File: src/rtl/shared_reg_arb_pkg.sv
// Shared types and defaults for the shared-register arbiter.
// Holds the FSM state enum, default sizes and the one-hot helper.
package shared_reg_arb_pkg;

  localparam int NREQ     = 4;
  localparam int DW       = 8;
  localparam int MAXBURST = 4;
  localparam int IDW      = (NREQ > 1) ? $clog2(NREQ) : 1;

  // Widest requester count supported; onehot() is sized for it.
  localparam int MAX_NREQ = 16;

  typedef enum logic {
    IDLE  = 1'b0,
    GRANT = 1'b1
  } state_e;

  function automatic logic [MAX_NREQ-1:0] onehot(input logic [3:0] idx);
    return MAX_NREQ'(1) << idx;
  endfunction

endpackage

File: src/rtl/shared_reg_arbiter_rr_pick.sv
// Combinational rotating-priority picker: first set req bit at or after ptr, wrapping.
// Self-contained so other arbiters can instantiate it.
module rr_pick #(
  parameter int N  = 4,
  parameter int IW = (N > 1) ? $clog2(N) : 1
) (
  input  logic [N-1:0]  req,
  input  logic [IW-1:0] ptr,
  output logic          found,
  output logic [IW-1:0] idx
);

  always_comb begin
    found = 1'b0;
    idx   = '0;
    for (int i = 0; i < N; i++) begin
      int k;
      k = int'(ptr) + i;
      if (k >= N) k = k - N;
      if (!found && req[k]) begin
        found = 1'b1;
        idx   = IW'(k);
      end
    end
  end

endmodule

File: src/rtl/shared_reg_arbiter.sv
// Round-robin arbiter and write sequencer for one shared DW-bit register.
// One owner at a time; optional locked bursts of up to MAXBURST captures.
module shared_reg_arbiter
  import shared_reg_arb_pkg::*;
#(
  parameter int NREQ     = shared_reg_arb_pkg::NREQ,
  parameter int DW       = shared_reg_arb_pkg::DW,
  parameter int MAXBURST = shared_reg_arb_pkg::MAXBURST,
  parameter int IDW_L    = (NREQ > 1) ? $clog2(NREQ) : 1
) (
  input  logic                 clk,
  input  logic                 rst,
  input  logic [NREQ-1:0]      req,
  input  logic [NREQ-1:0]      lock,
  input  logic [NREQ*DW-1:0]   wdata,
  input  logic                 clr,
  output logic [NREQ-1:0]      gnt,
  output logic [DW-1:0]        q,
  output logic                 q_valid,
  output logic [IDW_L-1:0]     q_owner
);

  localparam int CW = (MAXBURST > 1) ? $clog2(MAXBURST + 1) : 1;

  state_e               state_q, state_d;
  logic [NREQ-1:0]      gnt_q, gnt_d;
  logic [IDW_L-1:0]     own_q, own_d;
  logic [IDW_L-1:0]     ptr_q, ptr_d;
  logic [CW-1:0]        cnt_q, cnt_d;
  logic [DW-1:0]        q_q, q_d;
  logic                 q_valid_q, q_valid_d;
  logic [IDW_L-1:0]     q_owner_q, q_owner_d;

  logic                 found;
  logic [IDW_L-1:0]     win;
  logic [MAX_NREQ-1:0]  oh_win;
  logic                 capture;

  rr_pick #(.N(NREQ), .IW(IDW_L)) u_pick (
    .req   (req),
    .ptr   (ptr_q),
    .found (found),
    .idx   (win)
  );

  // own_q mirrors the set gnt bit so the owner never has to be decoded.
  assign capture = (state_q == GRANT) && req[own_q];

  always_comb begin
    state_d   = state_q;
    gnt_d     = gnt_q;
    own_d     = own_q;
    ptr_d     = ptr_q;
    cnt_d     = cnt_q;
    q_d       = q_q;
    q_valid_d = q_valid_q;
    q_owner_d = q_owner_q;
    oh_win    = onehot(4'(win));

    case (state_q)
      IDLE: begin
        if (found) begin
          gnt_d   = oh_win[NREQ-1:0];
          own_d   = win;
          cnt_d   = '0;
          state_d = GRANT;
        end
      end
      default: begin
        if (capture && lock[own_q] && (int'(cnt_q) + 1 < MAXBURST)) begin
          cnt_d = cnt_q + CW'(1);
        end else begin
          // Either the burst is over or the owner withdrew: rotate past it.
          if (capture) cnt_d = cnt_q + CW'(1);
          gnt_d   = '0;
          ptr_d   = (own_q == IDW_L'(NREQ - 1)) ? '0 : own_q + IDW_L'(1);
          state_d = IDLE;
        end
      end
    endcase

    // A capture on the same edge as clr takes priority.
    if (capture) begin
      q_d       = wdata[int'(own_q)*DW +: DW];
      q_valid_d = 1'b1;
      q_owner_d = own_q;
    end else if (clr) begin
      q_d       = '0;
      q_valid_d = 1'b0;
    end
  end

  always_ff @(posedge clk or posedge rst) begin
    if (rst) begin
      state_q   <= IDLE;
      gnt_q     <= '0;
      own_q     <= '0;
      ptr_q     <= '0;
      cnt_q     <= '0;
      q_q       <= '0;
      q_valid_q <= 1'b0;
      q_owner_q <= '0;
    end else begin
      state_q   <= state_d;
      gnt_q     <= gnt_d;
      own_q     <= own_d;
      ptr_q     <= ptr_d;
      cnt_q     <= cnt_d;
      q_q       <= q_d;
      q_valid_q <= q_valid_d;
      q_owner_q <= q_owner_d;
    end
  end

  assign gnt     = gnt_q;
  assign q       = q_q;
  assign q_valid = q_valid_q;
  assign q_owner = q_owner_q;

endmodule

File: config.mk
export PLATFORM = sky130hd
export DESIGN_NAME = shared_reg_arbiter
export DESIGN_NICKNAME = d
export VERILOG_FILES = /design/src/rtl/shared_reg_arb_pkg.sv /design/src/rtl/shared_reg_arbiter_rr_pick.sv /design/src/rtl/shared_reg_arbiter.sv
export SDC_FILE = /design/constraint.sdc
export NUM_CORES = 1
export LEC_CHECK = 0
export ABC_AREA = 1
export CORE_MARGIN = 4
export CORE_UTILIZATION = 50
export CTS_BUF_LIST = sky130_fd_sc_hd__clkbuf_8
export CTS_CLUSTER_SIZE = 10
export DETAILED_ROUTE_END_ITERATION = 10
export PLACE_DENSITY = 0.88
export SETUP_SLACK_MARGIN = 0.4
export SLEW_MARGIN = 40
export SYNTH_ARGS = -nofsm -noshare
export SYNTH_HDL_FRONTEND = slang
export SYNTH_SLANG_ARGS = --single-unit
export TNS_END_PERCENT = 5
File: constraint.sdc
create_clock -name clk -period 2.7 [get_ports clk]
set_input_delay 0.27 -clock clk [delete_from_list [all_inputs] [get_ports clk]]
set_output_delay 0.27 -clock clk [all_outputs]
set_load 0.05 [all_outputs]
Yosys cells after proc, flatten, opt, wreduce, memory -nomap -nowiden:

Cells that the tools add are included.

* flip-flop bits (word level): 23
* input port bits: 43
* output and inout port bits: 15
* word-level logic and storage cells: 93

* $add $sub $neg: 10
* $lt $le $gt $ge: 10
* equality and inequality tests: 3
* shifts and indexed selects: 2
* muxes and demuxes: 43
* bitwise operators: 2
* reduce and logical (&&, ||, !) cells: 15

Operators with widths (number)
* $lt 32x4->1 const B: 4
* $mux 32: 4
* $ge 32x4->1 const B: 3
* $sub 32x4->32 const B: 3
* $shiftx 32x6->8: 1
* $mux 1: 19
* $mux 8: 2
* $bmux 1 s2: 6
* $mux 3: 4
* $mux 4: 3
* $mux 2: 5
* $reduce_and 2->1: 4
* $add 2x2->3 const B: 2
* $logic_and 1x1->1: 6
* $add 3x1->4 const B: 1
* $lt 4x3->1 const B: 1
* $reduce_bool 2->1: 2
* $shl 1x2->4 const A: 1
* $sub 2x3->4 const B: 1
* $add 2x1->3 const B: 1
* $add 3x1->3 const B: 1
* $ge 2x3->1 const B: 1
* $logic_not 1->1: 3
* $lt 2x3->1 const B: 1
* other kinds (5): 6

Logic depth before layout (Yosys ltp):

Gate-level depths: netlist of the first run.

* depth after elaboration: 18
* gate-level depth with buffers: 12
* depth with buffers taken out: 12

Modules after synthesis:

From an unflattened synthesis of the first run, not the netlist that was laid out.

* cell total of the unflattened synthesis: 233
* area, all modules: 1642.8 um2

Modules (own cells, without submodules)
* shared_reg_arbiter: times used 1, cells each 174, area an instance 1323.8 um2, seq. area each 575.6 um2
* rr_pick: times used 1, cells each 59, area an instance 319.1 um2, seq. area each 0.0 um2

Worst setup path before layout of the first run:

Ideal clock, no wire load.

* path type: reg2reg
* from: reg ptr_q[0]
* to: reg gnt_q[1], in the netlist gnt[1]
* library setup time: 118 ps
* arrival: 1303 ps
* data required time: 2582 ps
* setup slack: 1279 ps
* stages on the path, launching flop included: 12
* path buffers: 2
* clock period less this slack: 1421 ps
* path through: dfrtp_1 -> buf_6 -> nand2_2 -> nand3_1 -> and2_1 -> buf_4 -> nand3_4 -> nand2_4 -> nand2_2 -> inv_2 -> nand2_1 -> nand2_1

* longest elaborated chain between the ends: 18
* elaborated cells on any way between the ends: 46
* those cells by class: add/sub (7); order compare (4); shift (1); mux (26); reduce/logical (8)

Ends and longest elaborated chain
* from (decl): RTL line shared_reg_arbiter.sv:28 `logic [IDW_L-1:0] ptr_q, ptr_d;`
* from (signal assigned): RTL line shared_reg_arbiter.sv:107 `ptr_q <= ptr_d;`
* parallel branches: the longest is 18 deep, another holds $sub 32x4->32
* to (signal assigned): RTL line shared_reg_arbiter.sv:105 `gnt_q <= gnt_d;`
* to (decl): RTL line shared_reg_arbiter.sv:26 `logic [NREQ-1:0] gnt_q, gnt_d;`

Parallel ways; which one is timed is not known. The select of a mux whose other input is x is not followed.
A chain may end at the register's enable or synchronous reset.

Worst setup path in the final report of the first run:

* from: reg ptr_q[0]
* to: reg cnt_q[0]

* longest elaborated chain between the ends: 17
* elaborated cells on any way between the ends: 39
* those cells by class: add/sub (7); order compare (4); mux (20); reduce/logical (8)

Ends and longest elaborated chain
* parallel branches: the longest is 14 deep, another holds $sub 32x4->32
* $mux 1 (*): RTL line shared_reg_arbiter_rr_pick.sv:20 `if (!found && req[k]) begin`
* $reduce_bool 2->1 (no source line) (*)
* $reduce_and 2->1 (no source line) (*)
* to (signal assigned): RTL line shared_reg_arbiter.sv:108 `cnt_q <= cnt_d;`
* to (decl): RTL line shared_reg_arbiter.sv:29 `logic [CW-1:0] cnt_q, cnt_d;`

Every way passes the cells marked *. The select of a mux whose other input is x is not followed.

==> results of run 1 <==
[stage by stage]
stage	cells	worst slack, ns
6_report	333	0.890
5_1_grt	333	0.713
4_1_cts	333	0.888
3_5_place_dp	329	0.763
3_3_place_gp	329	0.847
2_1_floorplan	236	1.28
[worst max-delay path, cell delays in order (launching register included)]
cell     delay, ns
dfrtp_1       0.61
inv_2         0.17
nand2_1       0.09
nand2_1       0.08
nand2_2       0.11
nand2_4       0.08
nor2_8        0.15
nand3_4       0.09
nand2_4       0.11
nand2_1       0.10
o21ai_1       0.15
[layout make-up]
| cell class | count | area [um^2] |
|---|---|---|
| clock inverter | 1 | 5.00 |
| timing repair buffer | 58 | 578 |
| sequential | 23 | 576 |
| inverter | 39 | 146 |
| fill | 263 | 823 |
| multi-input combinational | 165 | 828 |
| tap | 44 | 55.1 |
| clock buffer | 3 | 41.3 |
[registers in the layout, indices dropped and copies added (netlist names)]
signal and cells:
cnt_q 3, gnt 4, own_q 2, ptr_q 2, q 8, q_owner 2
q_valid 1, state_q 1
[path summary, 6_finish.rpt]
check | to | slack, ns
worst max-delay path | cnt_q[0] | 0.89
worst min-delay path | gnt[2] | 0.34
worst max register to register | cnt_q[0] | 0.89
worst min register to register | gnt[0] | 0.48
max in group asynchronous | ptr_q[0] | 2.04
min in group clk | gnt[0] | 0.48
[routing by layer]
layer  part of all wire [%]  up-vias
met5                      0        -
met4                   0.59        0
met3                    7.8        4
met2                     52       61
met1                     39      728
li1                       -      855
[cells in the final DEF (no fill, tap or decap), drive strengths merged]
cell type / n
a21oi: 10
nor3: 1
clkdlybuf4s50: 57
buf: 1
clkinv: 2
dfrtp: 23
clkbuf: 3
o211ai: 1
or2: 1
and2: 1
nor2: 6
o21a: 1
nand4: 1
o21ai: 31
nand3b: 1
xor2: 1
inv: 38
nand2: 77
nand3: 31
ha: 2
[power by group through the flow]
stage	clock (uW)	sequential (uW)	combinational [uW]
2_1_floorplan	0	829	1090
3_3_place_gp	0	611	1670
3_5_place_dp	0	616	1720
4_1_cts	211	614	1720
5_1_grt	230	634	1910
6_report	211	613	1720
[cell families (layout without fill, tap and decap cells)]
group           count (synthesis)  count (layout)  share of synthesized area (%)
fa+ha+maj                       2               2                           1.56
compound gates                 43              43                           13.8
buf+inv                        48             101                           12.3
xor+xnor                        1               1                          0.547
simple gates                  119             119                           35.9
flops                          23              23                           35.9
==> metrics.txt, run 1 <==
vias per inst 4.95; synthesis-stage register bit count 23; Most Crowded Layer GR met2; slew margin rel. 64.9%; endpoints failing setup 0; Post-synth EDFFs 0; root buf cell clkbuf_8; DP HPWL 3.30 mm; status finished clean; DRT Wirelength 4.04 mm; GR Util met3 5.20%; Post-CTS Setup Bufs 0; area post-placement 0.00218 mm^2; hold buffers post-CTS 0; Gate power share 67.6%; worst r2r src ptr_q[0]; CP Max Fanout 12; post-CTS sizing 0; Required @ worst endpoint 2.89 ns; H-tree depth 1; drc violations 0; maximum VDD drop 0.513 mV; Final min period 1.81 ns; vias in the first global route 1598; NumNets Final 335; switching share of total power 54.4%; CTS max path bufs 2; Layout Skew 0.00369 ns; fmax 552 MHz; CP endpoint kind flop; Worst Path Class, Setup reg -> reg; first-pass GRT wire length 6.69 mm; synthesized instance count 236; clk sinks 23; fin area 0.00223 mm^2; worst hold path type in -> async; hold slack 0.338 ns; Distinct cells, synth 28; largest net degree at the start of global routing 28; Pwr per Cell Area 1140 mW/mm^2; cts bufs inserted 3; clock network power share 8.3%; GR Util met1 23.3%; most frequent cell after synthesis nand2_1; Synth area leaders dfrtp_1 36%, nand2_1 16%, nand3_1 8.8%; die area 0.00417 mm^2; Pint 1160 uW; RePlAce Congestion 0.824; Seq/Total Area, Yosys 35.9%; Synth top cells by count 68 x nand2_1, 34 x inv_1, 28 x nand3_1, 23 x dfrtp_1, 16 x o21ai_1; Critical Path Start Type flop; fin crit share 67.0%; Max Cap Violations 0; Flop pwr share 24.1%; Starting Density 52.5%; post-route setup TNS 0 ns; Yosys top cell by area dfrtp_1; ys async rst share 100%; top cell type's share of synthesized area 35.9%; leakage power 0.00109 uW; grt ovf 0; Worst Setup SP ptr_q[0]; Max Slew Vio Count 0; die height 64.6 um; WP data arrival 2.00 ns; DR vias 1648; share of layout cells above drive strength 1 7.96%; Post-DRT Antenna Nets 0; number of antenna violations at the first check in global routing 0; Avg Cell Area, Syn 6.79 um^2; register clock-pin slew on the reported worst setup and hold paths 0.08 ns; yosys warns 0; GRT Util Overall 20.0%; PortBufs 57; Area growth, synth to finish 39.2%; switching pwr 1380 uW; drt initial violations 76; Core Region 0.00305 mm^2; Util after Layout 73.0%; routed len/inst 12.1 um; CTS tree done; r2r worst-path depth 10; Slew @ Worst Pin 0.526 ns; die width 64.6 um; # diodes 0; Skew-Pair Late Insertion Delay 0.26 ns; overall power 2540 uW; # rows 20; Main synth FF type dfrtp_1; unrepaired setup endpoints after global routing no; global-route track usage on met2 37.6%; Fin. Hold Viols 0; I/O Pins 58; synthesized cell area 0.00160 mm^2; Post-Syn Nets 281; Pre-antenna DRT Iters 4
Power figures use the tool's default switching activity.
==> inputs of run 2 (changes only) <==
- CORE_UTILIZATION: 50 -> 46
- PLACE_DENSITY: 0.88 -> 0.82
- clock period: 2.7 -> 1.7 ns (I/O delays scaled with it)
==> run 2 against run 1 <==
Compared with the run above: non-clock buffer count rose by 15; worst hold slack got worse by 0.11 ns; clock skew decreased by 0.0025 ns; global-route usage is 0.47 points lower; critical path type unchanged.
==> metrics.txt, run 2 (same netlist as run 1, synthesis figures left out) <==
status finished clean; Area growth, synth to finish 51.7%; Pre-antenna DRT Iters 4 (unchanged); Max Cap Violations 0 (unchanged); CP Max Fanout 8 (-4); leakage power 0.00125 uW (+14%); clock network power share 7.3% (-1.0 points); wire length on met2 2.08 mm (-1.5%); DRT Wirelength 4.19 mm (+3.8%); I/O Pins 58 (unchanged); register clock-pin slew on the reported worst setup and hold paths 0.08 ns (about the same); Slew @ Worst Pin 0.518 ns (-0.00723 ns); Gate power share 71.5% (+3.9 points); cts bufs inserted 3 (unchanged); die height 67.0 um (+3.7%); Pwr per Cell Area 1850 mW/mm^2 (+62%); Fin. Hold Viols 0 (unchanged); # diodes 0 (unchanged); wire length on met1 1.79 mm (+13%); Max Slew Vio Count 0 (unchanged); first-pass GRT wire length 6.71 mm (+0.19%); vias per inst 4.95 (+0.11%); CTS tree done; die width 67.0 um (+3.7%); grt ovf 0 (unchanged); share of layout cells above drive strength 1 21.1% (+13 points); worst hold path type in -> async; switching pwr 2390 uW (+73%); Critical Path Start Type flop; Core Region 0.00334 mm^2 (+9.3%); R2R setup slack 0.19 ns (-0.69 ns); Finished Layout Cells 350 (+5.1%); DR vias 1734 (+5.2%); most frequent cells in the layout 55 x nand2_1, 42 x clkdlybuf4s50_1, 34 x inv_1, 27 x nand3_1, 21 x dfrtp_1; PortBufs 57 (unchanged); routed len/inst 12.0 um (-1.2%); die area 0.00449 mm^2 (+7.6%); Final min period 1.51 ns (-0.305 ns); slew margin rel. 65.6% (+0.73 points); GRT Util Overall 19.5% (-0.47 points); drc violations 0 (unchanged); unrepaired setup endpoints after global routing yes; RePlAce Congestion 0.829 (+0.62%); number of antenna violations at the first check in global routing 0 (unchanged); endpoints failing setup 0 (unchanged); DP HPWL 3.19 mm (-3.3%); WP data arrival 1.71 ns (-0.29 ns); largest net degree at the start of global routing 26 (-7.1%); crit-path cells inv_4 > nand2_1 > nand3_4 > nand2_4 > nor2_8 > nand3_4 > nand2_4 > nand2_2 > inv_2 > nand2_1 > nand2_1; Pint 2110 uW (+81%); # rows 21 (+5.0%); delay of the slowest critical-path stage 0.42 ns (-0.19 ns); Flop pwr share 21.2% (-2.9 points); CTS max path bufs 2 (unchanged); Required @ worst endpoint 1.91 ns (-0.98 ns); CP dominant cell by count nand2_1; H-tree depth 1 (unchanged); switching share of total power 53.2% (-1.2 points); vias in the first global route 1667 (+4.3%); clk sinks 23 (unchanged); max FFs per register 8 (unchanged); fmax 664 MHz (+20%); overall power 4500 uW (+77%); fin crit share 88.5% (+21 points); uppermost routed layer met4; Layout Skew 0.00118 ns (-0.00251 ns); maximum VDD drop 0.860 mV (+68%); commonest non-fill, non-tap cell in the layout nand2_1; critical path's slowest cell dfrtp_1; root buf cell clkbuf_8; Starting Density 48.0% (-4.5 points); Worst Path Class, Setup reg -> reg; NumNets Final 350 (+4.5%); wire length on met3 225 um (-28%); CP endpoint kind flop; placed cell count 337 (+2.4%); Skew-Pair Late Insertion Delay 0.26 ns (about the same); drt initial violations 84 (+11%); Post-DRT Antenna Nets 0 (unchanged)
## run 2: cell type report
class / count / area (um^2)
flip-flops and latches: 23 / 578
well taps: 46 / 57.6
fillers: 286 / 907
clock inverters: 1 / 3.75
multi-input cells: 165 / 927
clock buffers: 3 / 41.3
repair buffers: 73 / 671
inverters: 39 / 151
## run 2: path summary, 6_finish.rpt
kind | from | endpoint | depth (start not counted)
min reg2reg | gnt[3] | gnt[3] | 2
max reg2reg | ptr_q[0] | gnt[1] | 11
max in group asynchronous | rst | ptr_q[1] | 3
max | ptr_q[0] | gnt[1] | 11
min | rst | q[6] | 3
min in group clk | gnt[3] | gnt[3] | 2
## run 2: metrics by stage
stage                     area, um^2  utilization (%)  setup TNS (ns)  worst slack, ns  hold WS [ns]
after CTS                       2330             70.0               0            0.202         0.237
final                           2430             72.8               0            0.195         0.230
after detailed placement        2230             66.9        -0.00563         -0.00345         0.469
after global placement          2230             66.9               0           0.0282         0.461
after floorplan                 1620                -               0            0.296         0.172
after global routing            2430             72.8               0           0.0916         0.254
## run 2: timing repair
action                     4_1_cts  5_1_grt
setup endpoints to repair       33       34
hold buffers                     0        0
gates resized for setup         24       18
pin swaps                       10       11
setup buffers                    5        4
## run 2: power groups by stage
stage / combinational [uW] / sequential, uW / clock [uW]
6_report: 3210 / 955 / 328
3_5_place_dp: 2860 / 948 / 0
5_1_grt: 3550 / 977 / 362
4_1_cts: 2970 / 956 / 340
2_1_floorplan: 1770 / 1320 / 0
3_3_place_gp: 2800 / 941 / 0
## run 2: metal layers
layer  up-vias  track usage (%)
met2        49             34.8
met3         8             4.72
met4         0             7.85
met1       791             22.0
met5         -                0
li1        886                -
## run 2: worst max-delay path, delay by kind of cell (launching register included)
| family | cells | cell delay (ns) |
|---|---|---|
| DFF | 1 | 0.42 |
| and+or+nand+nor | 9 | 0.83 |
| buffers and inverters | 2 | 0.20 |
